**config.mk**
```make
export PLATFORM = sky130hd
export DESIGN_NAME = rx_serial_paralelo
export DESIGN_NICKNAME = d
export VERILOG_FILES = /design/src/rtl/rx_serial_paralelo.sv
export SDC_FILE = /design/constraint.sdc
export NUM_CORES = 1
export LEC_CHECK = 0
export CAP_MARGIN = 30
export CORE_MARGIN = 1.5
export CORE_UTILIZATION = 37
export CTS_CLUSTER_DIAMETER = 150
export DETAILED_ROUTE_END_ITERATION = 8
export PLACE_DENSITY = 0.7
export SLEW_MARGIN = 15
export SYNTH_ARGS = -nofsm -noshare
export SYNTH_HDL_FRONTEND = slang
export SYNTH_SLANG_ARGS = --single-unit
```
**constraint.sdc**
```tcl
create_clock -name clk -period 2.4 [get_ports clk]
set_input_delay 0.72 -clock clk [delete_from_list [all_inputs] [get_ports clk]]
set_output_delay 0.72 -clock clk [all_outputs]
set_load 0.03 [all_outputs]
```
**src/rtl/rx_serial_paralelo.sv**
```systemverilog
// rx_serial_paralelo: per-lane serial-to-parallel receiver.
// Finds byte alignment on COM symbols, requires SYNC_COUNT consecutive aligned
// COMs before declaring the lane active, then delivers payload bytes with a
// one-cycle valid. COM bytes seen while active are idle filler and carry no valid.
module rx_serial_paralelo #(
  parameter logic [7:0]  COM        = 8'hBC,
  parameter int unsigned SYNC_COUNT = 4
) (
  input  logic       clk,
  input  logic       reset,
  input  logic       data_in,
  output logic [7:0] data_out,
  output logic       valid_out,
  output logic       active,
  output logic       byte_strobe
);

  localparam logic [3:0] SYNC_LIM = 4'(SYNC_COUNT);

  typedef enum logic [1:0] {
    ST_SEARCH = 2'd0,
    ST_COUNT  = 2'd1,
    ST_ACTIVE = 2'd2
  } state_t;

  state_t      state_q, state_d;
  logic [7:0]  sr_q, sr_d;
  logic [2:0]  bit_cnt_q, bit_cnt_d;
  logic [3:0]  com_cnt_q, com_cnt_d;
  logic [7:0]  data_out_q, data_out_d;
  logic        valid_q, valid_d;
  logic        strobe_q, strobe_d;
  logic        active_q, active_d;
  logic [7:0]  nxt_s;
  logic        boundary_s;

  // Next-state and output logic: alignment search, COM counting, byte delivery.
  always_comb begin
    nxt_s      = {sr_q[6:0], data_in};
    boundary_s = (bit_cnt_q == 3'd7);
    sr_d       = nxt_s;
    state_d    = state_q;
    bit_cnt_d  = bit_cnt_q + 3'd1;
    com_cnt_d  = com_cnt_q;
    data_out_d = data_out_q;
    valid_d    = 1'b0;
    strobe_d   = 1'b0;

    case (state_q)
      ST_SEARCH: begin
        // Sliding-window search: every bit position is a candidate alignment.
        bit_cnt_d = 3'd0;
        if (nxt_s == COM) begin
          com_cnt_d  = 4'd1;
          data_out_d = COM;
          strobe_d   = 1'b1;
          if (SYNC_LIM == 4'd1) begin
            state_d = ST_ACTIVE;
          end else begin
            state_d = ST_COUNT;
          end
        end else begin
          com_cnt_d = 4'd0;
        end
      end
      ST_COUNT: begin
        if (boundary_s) begin
          data_out_d = nxt_s;
          strobe_d   = 1'b1;
          if (nxt_s == COM) begin
            com_cnt_d = com_cnt_q + 4'd1;
            if ((com_cnt_q + 4'd1) == SYNC_LIM) begin
              state_d = ST_ACTIVE;
            end else begin
              state_d = ST_COUNT;
            end
          end else begin
            // Alignment broken: restart the search from the next bit.
            com_cnt_d = 4'd0;
            state_d   = ST_SEARCH;
          end
        end else begin
          state_d = ST_COUNT;
        end
      end
      ST_ACTIVE: begin
        // Only reset leaves ACTIVE; COM bytes are filler and get no valid.
        if (boundary_s) begin
          data_out_d = nxt_s;
          strobe_d   = 1'b1;
          valid_d    = (nxt_s != COM);
        end else begin
          valid_d = 1'b0;
        end
      end
      default: begin
        state_d   = ST_SEARCH;
        bit_cnt_d = 3'd0;
        com_cnt_d = 4'd0;
      end
    endcase

    active_d = (state_d == ST_ACTIVE);
  end

  // State and output registers with synchronous active-high reset.
  always_ff @(posedge clk) begin
    if (reset) begin
      state_q    <= ST_SEARCH;
      sr_q       <= 8'h00;
      bit_cnt_q  <= 3'd0;
      com_cnt_q  <= 4'd0;
      data_out_q <= 8'h00;
      valid_q    <= 1'b0;
      strobe_q   <= 1'b0;
      active_q   <= 1'b0;
    end else begin
      state_q    <= state_d;
      sr_q       <= sr_d;
      bit_cnt_q  <= bit_cnt_d;
      com_cnt_q  <= com_cnt_d;
      data_out_q <= data_out_d;
      valid_q    <= valid_d;
      strobe_q   <= strobe_d;
      active_q   <= active_d;
    end
  end

  assign data_out    = data_out_q;
  assign valid_out   = valid_q;
  assign active      = active_q;
  assign byte_strobe = strobe_q;

endmodule

```
==> results of run 1 <==
synthesized netlist by cell type, types with 3 or more instances:
| cell type | count |
|---|---|
| nor2b_1 | 7 |
| ha_1 | 7 |
| a22o_1 | 3 |
| a2bb2oi_1 | 5 |
| inv_1 | 4 |
| nand2b_1 | 8 |
| nand2_1 | 9 |
| nor2_1 | 5 |
| a21oi_1 | 3 |
| dfxtp_1 | 27 |
| a31oi_1 | 4 |
| nand3_1 | 3 |
metrics by stage:
stage / worst slack, ps / hold WS (ps) / TNS (ps)
3_3_place_gp: -287 / 415 / -1600
5_1_grt: 37.0 / 474 / 0
3_5_place_dp: -367 / 419 / -2160
4_1_cts: 41.6 / 439 / 0
6_report: 79.6 / 437 / 0
2_1_floorplan: 126 / 405 / 0
cell usage in the layout, fill, tap and decap left out, types with 2 or more instances in the layout:
| master | n |
|---|---|
| nand2_1 | 9 |
| and2_1 | 2 |
| a31oi_1 | 4 |
| o21ai_0 | 2 |
| dfxtp_1 | 27 |
| clkbuf_4 | 3 |
| nand2b_1 | 8 |
| a22o_1 | 3 |
| a21oi_1 | 3 |
| nand3b_1 | 2 |
| nor2_1 | 5 |
| inv_1 | 4 |
| a21boi_0 | 2 |
| a2bb2oi_1 | 5 |
| nand3_1 | 3 |
| nor2b_1 | 7 |
| clkdlybuf4s50_1 | 13 |
| ha_1 | 7 |
| and3b_1 | 2 |
| buf_4 | 6 |
final timing paths:
path | slack (ps) | end
max | 80 | active
min | 440 | bit_cnt_q[0]
max reg2reg | 510 | active
min reg2reg | 440 | bit_cnt_q[0]
repair_timing:
action | in CTS | in global routing
pin swaps | 1 | 0
resized for setup | 0 | 2
setup endpoints to repair | 1 | 1
sequential cells by signal, indices dropped and copies added (netlist names):
signal,count
sr_q,7
state_q,2
byte_strobe,1
bit_cnt_q,3
active,1
data_out,8
com_cnt_q,4
valid_out,1
cell families (layout without fill, tap and decap cells):
family,after synthesis,in the layout
AO/OA/AOI/OAI,22,22
adder cells (fa/ha/maj),7,7
AND/OR/NAND/NOR,47,47
flip-flops,27,27
buffers and inverters,6,27
power by group:
part / internal [uW] / switching, uW
Combinational: 36.1 / 48.2
Clock: 63.7 / 138
Sequential: 462 / 7.32
routing by layer:
layer / vias up / global-route usage (%) / part of all wire [%]
met5: - / 0 / 0
met4: 0 / 3.32 / 0
li1: 434 / - / -
met3: 0 / 3.17 / 4.1
met2: 16 / 22.2 / 49
met1: 387 / 18.2 / 47
cell type report:
class	count	area [sq um]
fillers	262	1440
multi-input cells	76	546
flip-flops and latches	27	541
repair buffers	19	175
well taps	31	38.8
clock buffers	3	22.5
inverters	4	15.0
clock inverters	1	7.51
critical path: cells and delay by family:
family | cells | cell delay [ps]
AND/OR/NAND/NOR | 3 | 1130
AO/OA/AOI/OAI | 1 | 290
buffers and inverters | 1 | 420
==> run summary, run 1 <==
die area = 3280 sq um
Slew HR = 75.1%
layout cells sized above 1 = 11.5%
first-pass GRT wire length = 3540 microns
CTS Buffer Depth = 2
FF+latch count, synth = 27
Detail Placement HPWL = 1580 microns
CTS Sinks = 27
Ports = 14
Tot Pwr = 755 uW
per-cell routed wire length = 12.8 microns
multiplexer share of the synthesized area = 0%
synth warn = 0
I/O Buffers = 13
Post-Syn Instances = 109
XOR/XNOR Fraction of Synth Area = 0%
status = complete, no violations
peak supply drop = 444 uV
largest fanout on the critical path = 2
pin count of the biggest net entering global routing = 17
Total Nets Final = 141
prevailing post-synth register cell = dfxtp_1
placed cell area = 1300 sq um
initial antenna violation count = 0
All-Layer GR Usage = 13.6%
first-pass detailed-route iteration total = 4
Hold Path Depth = 1
DRC = 0
Post-DRT Antenna Nets = 0
asr flop ratio synth = 0%
worst clock skew = 3.08 ps
RePlAce Congestion = 0.816
H-tree levels = 1
TritonCTS clock tree = built
DR vias = 837
CP max stage cell = or4b_4
Inserted Diodes = 0
# Max-Cap Violations = 0
startpoint types = primary input
Compound-Gate Fraction of Synth Area = 15.1%
Fmax = 431 MHz
library cells used by synthesis = 29
fin cells = 161
area leader, netlist = dfxtp_1
post-synthesis adder-cell area fraction = 8.03%
Synth area leaders = dfxtp_1 (50%), ha_1 (8.0%), nand2b_1 (4.6%), a2bb2oi_1 (4.0%), nor2b_1 (4.0%)
critical path type = primary input to register
hold buffer count at CTS = 0
vias in the first global route = 811
Final Hold Vio Count = 0
Post-synth EDFFs = 0
crit-path cells = clkdlybuf4s50_1 -> or4b_4 -> or2_4 -> or3_4 -> a2111oi_4
hold_sp = bit_cnt_q[0]
top cell type's share of synthesized area = 49.5%
cell area after synthesis = 1090 sq um
Cell Count Post-Placement = 157
Simple-Gate Fraction of Synth Area = 25.2%
final worst path period share = 96.7%
Setup Viol. Count Final = 0
crit path time final = 2320 ps
Die Height = 57.3 microns
Critical Path AT = 2560 ps
clk root buf = clkbuf_4
worst slew pin tran = 371 ps
syn nets = 119
Final Max Slew Viols = 0
wirelength, routed = 2070 microns
WP data required = 2640 ps
Congestion Overflow GR = 0
Layout area overhead = 23.3%
clock-pin slew on the worst setup and hold paths = 150 ps
worst hold-check path type = register to register
beginning of the worst register-to-register path = sr_q[5]
critical path's largest stage delay = 490 ps
Core Util, Final = 48.4%
core area = 2780 sq um
Worst Setup SP = data_in
main combinational cell family by area after synthesis = simple AND/OR/NAND/NOR gates
vias per inst = 5.20
PwrDens = 561 nW/um^2
R2R cell count = 4
leak pwr = 0.000517 uW
row cnt = 19
Worst-Skew Late Latency = 320 ps
number of buffers added for setup after CTS = 0
sequential area share after synthesis = 49.5%
syn_area_per_cell = 10.0 sq um
cts bufs inserted = 3
DR iter-0 viols = 21
Initial Utilization = 39.2%
RSZ-0062 raised after global routing = no
Die Wd = 57.3 microns
Final Cell Area = 1350 sq um
element type at the critical path end = register
Note: power is estimated with default switching activity, not from simulation.
==> run 2, diff against run 1 <==
--- a/config.mk
+++ b/config.mk
@@ -10,8 +10,7 @@
 export CORE_UTILIZATION = 37
 export CTS_CLUSTER_DIAMETER = 150
 export DETAILED_ROUTE_END_ITERATION = 8
-export PLACE_DENSITY = 0.7
-export SLEW_MARGIN = 15
+export PLACE_DENSITY = 0.59
 export SYNTH_ARGS = -nofsm -noshare
 export SYNTH_HDL_FRONTEND = slang
 export SYNTH_SLANG_ARGS = --single-unit
==> run 2 against run 1 <==
Against the previous run:
- sequential share of layout area rose by 0.30 points
- fmax fell by 2.0%
- wire length fell by 0.24%
- largest cell class unchanged
- final area is 0.74% lower
- clock power down 4%
- clock skew is 1.0 ps higher
- worst hold slack better by 12 ps
- critical path depth stayed put
- largest power group unchanged
==> run summary, run 2 (synthesis gave the netlist of run 1 again) <==
first-pass GRT wire length = 3630 microns
WP data required = 2630 ps
beginning of the worst register-to-register path = sr_q[5]
largest fanout on the critical path = 4
wirelength, routed = 2060 microns
status = complete, no violations
final hold slack = 448 ps
I/O Buffers = 13
Total Nets Final = 140
# fillers = 273
H-tree levels = 1
vias per inst = 5.16
TritonCTS clock tree = built
Tot Pwr = 746 uW
Ports = 14
PwrDens = 559 nW/um^2
Detail Placement HPWL = 1530 microns
cell family with most CP delay = simple AND/OR/NAND/NOR gates
max reg flops = 8
initial antenna violation count = 0
worst slew pin tran = 327 ps
CTS Sinks = 27
crit-path cells = clkdlybuf4s50_1 -> or4b_4 -> or2_4 -> or3_4 -> a2111oi_4
Setup Viol. Count Final = 0
DRC = 0
most frequent cells in the layout = dfxtp_1 (27), clkdlybuf4s50_1 (13), nand2_1 (9)
Final Hold Vio Count = 0
Congestion Overflow GR = 0
cts bufs inserted = 3
final worst path period share = 98.7%
buffers and inverters on the worst path = 1
hold_sp = bit_cnt_q[0]
# Max-Cap Violations = 0
row cnt = 19
DR iter-0 viols = 12
clock-pin slew on the worst setup and hold paths = 140 ps
Die Height = 57.3 microns
Die Wd = 57.3 microns
DR vias = 826
hold buffer count at CTS = 0
Cell Count Post-Placement = 156
clk root buf = clkbuf_4
leak pwr = 0.000517 uW
most common library cell in the layout ignoring fill and taps = dfxtp_1
Critical Path AT = 2600 ps
Final Max Slew Viols = 0
Worst R2R End = active
worst hold-check path type = register to register
die area = 3280 sq um
CTS Buffer Depth = 2
Hold EP = bit_cnt_q[0]
All-Layer GR Usage = 14.1%
Worst-Skew Late Latency = 320 ps
fin cells = 160
RePlAce Congestion = 0.758
Core Util, Final = 48.0%
critical path's largest stage delay = 490 ps
startpoint types = primary input
per-cell routed wire length = 12.9 microns
crit path time final = 2370 ps
worst clock skew = 4.08 ps
Slew HR = 78.1%
Layout area overhead = 22.4%
element type at the critical path end = register
Post-DRT Antenna Nets = 0
layout cells sized above 1 = 10.9%
Initial Utilization = 39.2%
core area = 2780 sq um
Inserted Diodes = 0
reg2reg setup slack = 480 ps
vias in the first global route = 838
R2R cell count = 4
Fmax = 422 MHz
RSZ-0062 raised after global routing = no
peak supply drop = 407 uV
pin count of the biggest net entering global routing = 16
Hold Path Depth = 1
critical path type = primary input to register
first-pass detailed-route iteration total = 4
CP max stage cell = or4b_4
==> run 2: cell count changes in the layout (fill, tap and decap cells not counted) <==
| cell | change |
|---|---|
| clkinv_2 | +1 |
| buf_4 | -1 |
| clkinvlp_4 | -1 |
==> run 2: worst max path at each step <==
stage / from / endpoint / slack [ps] / cells after the start
detailed placement: data_in / active / -360 / 5
global route: data_in / active / 20 / 5
CTS: data_in / active / 10 / 5
floorplan: data_in / active / 130 / 4
global placement: data_in / active / -320 / 5
finish: data_in / active / 30 / 5
==> run 2: cell type report <==
cell class	instances	area (sq um)	area share, %
multi-input combinational	76	546	40.9
sequential	27	541	40.5
timing repair buffer	18	168	12.6
tap	31	38.8	2.91
clock buffer	3	22.5	1.69
inverter	4	15.0	1.12
clock inverter	1	5.00	0.375
==> run 2: worst register-to-register path, delay by kind of cell, from the launching register on <==
| family | cells | cell delay [ps] |
|---|---|---|
| flip-flops | 1 | 340 |
| AO/OA/AOI/OAI | 1 | 340 |
| AND/OR/NAND/NOR | 3 | 1160 |
==> run 2: timing repair <==
| action | 4_1_cts | 5_1_grt |
|---|---|---|
| setup buffers | 0 | 0 |
| resized for setup | 1 | 1 |
| pin swaps | 0 | 2 |
| endpoints found under the setup margin | 1 | 1 |
| endpoints found under the hold margin | 0 | 0 |
==> run 2: power breakdown <==
group,total (uW),internal [uW],switching (uW)
sequential,469,461,7.72
combinational,84.0,36.1,47.9
clock,193,62.4,130
total,746,560,186
==> run 2: through the flow <==
stage / TNS [ps] / setup WS [ps] / instance area [sq um]
floorplan: 0 / 126 / 1090
global placement: -1500 / -317 / 1290
detailed placement: -1970 / -355 / 1290
CTS: 0 / 10.7 / 1320
global route: 0 / 22.3 / 1340
finish: 0 / 32.0 / 1340
==> run 2: per-layer routing <==
metal / part of all wire (%) / global-route usage (%) / up-vias
met3: 3.1 / 2.27 / 2
met1: 49 / 19.1 / 386
met2: 47 / 22.3 / 14
li1: - / - / 424
met5: 0 / 0 / -
met4: 0.78 / 5.98 / 0
==> run 3, diff against run 2 <==
==> constraint.sdc (replaced) <==
create_clock -name clk -period 1.9 [get_ports clk]
set_input_delay 0.57 -clock clk [delete_from_list [all_inputs] [get_ports clk]]
set_output_delay 0.57 -clock clk [all_outputs]
set_load 0.03 [all_outputs]
==> run 3 against run 2 <==
Against the previous run:
- worst hold slack gained 9.0 ps
- sequential share of layout area shrank 1.1 points
- non-clock buffer count grew 3
==> run summary, run 3 (synthesis gave the netlist of run 1 again) <==
status = complete, no violations
Final Hold Vio Count = 0
Die Height = 57.3 microns
Hold EP = bit_cnt_q[0]
Worst-Skew Late Latency = 320 ps
Routed met3 length = 70 microns
R2R cell count = 4
All-Layer GR Usage = 14.5%
Fmax = 544 MHz
CTS Buffer Depth = 2
vias per inst = 5.17
TritonCTS clock tree = built
element type at the critical path end = register
crit path time final = 1840 ps
critical path's largest stage delay = 540 ps
I/O Buffers = 13
most common library cell in the layout ignoring fill and taps = dfxtp_1
Detail Placement HPWL = 1590 microns
initial antenna violation count = 0
# Max-Cap Violations = 0
peak supply drop = 439 uV
core area = 2780 sq um
CP max stage cell = or4b_4
Final Max Slew Viols = 0
Inserted Diodes = 0
clock-pin slew on the worst setup and hold paths = 140 ps
Critical Path AT = 2070 ps
Die Wd = 57.3 microns
Layout area overhead = 25.8%
Hold Path Depth = 1
layout cells sized above 1 = 15.9%
first-pass GRT wire length = 3750 microns
RePlAce Congestion = 0.800
placed cell area = 1320 sq um
# fillers = 262
leak pwr = 0.000621 uW
per-cell routed wire length = 13.3 microns
startpoint types = register
DR top layer = met4
area of the multi-input gates = 569 sq um
Congestion Overflow GR = 0
pin count of the biggest net entering global routing = 15
WP data required = 2130 ps
cts bufs inserted = 3
first-pass detailed-route iteration total = 4
PwrDens = 687 nW/um^2
H-tree levels = 1
most frequent cells in the layout = dfxtp_1 (27), nand2_1 (9), nand2b_1 (8), dlygate4sd2_1 (8), buf_4 (8)
Core Util, Final = 49.3%
clk root buf = clkbuf_4
critical path type = register to register
Tot Pwr = 943 uW
Initial Utilization = 39.2%
DRC = 0
Final Cell Area = 1370 sq um
Routed met2 length = 1000 microns
register area = 541 sq um
Ports = 14
worst clock skew = 5.23 ps
beginning of the worst register-to-register path = sr_q[5]
DR iter-0 viols = 21
final worst path period share = 96.7%
number of buffers added for setup after CTS = 0
worst hold-check path type = register to register
DR vias = 843
hold_sp = bit_cnt_q[0]
max reg flops = 8
crit-path cells = or4b_4 -> or2_4 -> or3_4 -> a2111oi_4
vias in the first global route = 835
die area = 3280 sq um
CTS Sinks = 27
reg2reg setup slack = 60 ps
Setup Viol. Count Final = 0
worst slew pin tran = 410 ps
RSZ-0062 raised after global routing = no
DRT met1 WL = 1080 microns
row cnt = 19
Post-DRT Antenna Nets = 0
Worst R2R End = active
largest fanout on the critical path = 3
wirelength, routed = 2170 microns
Total Nets Final = 143
Slew HR = 72.6%
==> run 3: cell type report <==
class / count / share of cell area (%)
Sequential cell: 27 / 39.4
Multi-Input combinational cell: 76 / 41.5
Tap cell: 31 / 2.83
Clock buffer: 4 / 1.91
Inverter: 4 / 1.09
Timing Repair Buffer: 21 / 13.3
==> run 3: per-layer routing <==
layer	up-vias	track usage, %
li1	434	-
met1	397	19.9
met2	10	23.5
met3	2	2.04
met4	0	4.98
met5	-	0
==> run 3: where the power goes <==
part / switching, uW / internal [uW] / total, uW
Sequential: 9.53 / 583 / 592
Clock: 164 / 82.1 / 247
Combinational: 64.1 / 39.8 / 104
==> run 3: how the worst max path moves through the flow <==
stage | from | depth (start not counted) | to
after floorplan | data_in | 4 | active
final | sr_q[5] | 4 | active
after global placement | data_in | 5 | active
after global routing | com_cnt_q[0] | 4 | active
after CTS | data_in | 5 | active
after detailed placement | data_in | 5 | active
==> run 3: timing repair <==
item,4_1_cts,5_1_grt
resized for setup,13,6
pin swaps,1,0
setup endpoints to repair,23,16
hold buffers,0,0
==> run 3: critical path: cells and delay by family (launching register included) <==
family	cells	cell delay [ps]
AOI/OAI and AO/OA	1	280
DFF	1	340
and+or+nand+nor	3	1140
==> run 3: stage by stage <==
| stage | TNS, ps | hold slack [ps] | setup WS, ps | std cells |
|---|---|---|---|---|
| floorplan | -132 | 405 | -123 | 109 |
| global placement | -7140 | 414 | -561 | 159 |
| detailed placement | -7870 | 452 | -605 | 159 |
| CTS | -38.3 | 472 | -38.3 | 163 |
| global route | 0 | 486 | 7.29 | 163 |
| finish | 0 | 457 | 62.3 | 163 |
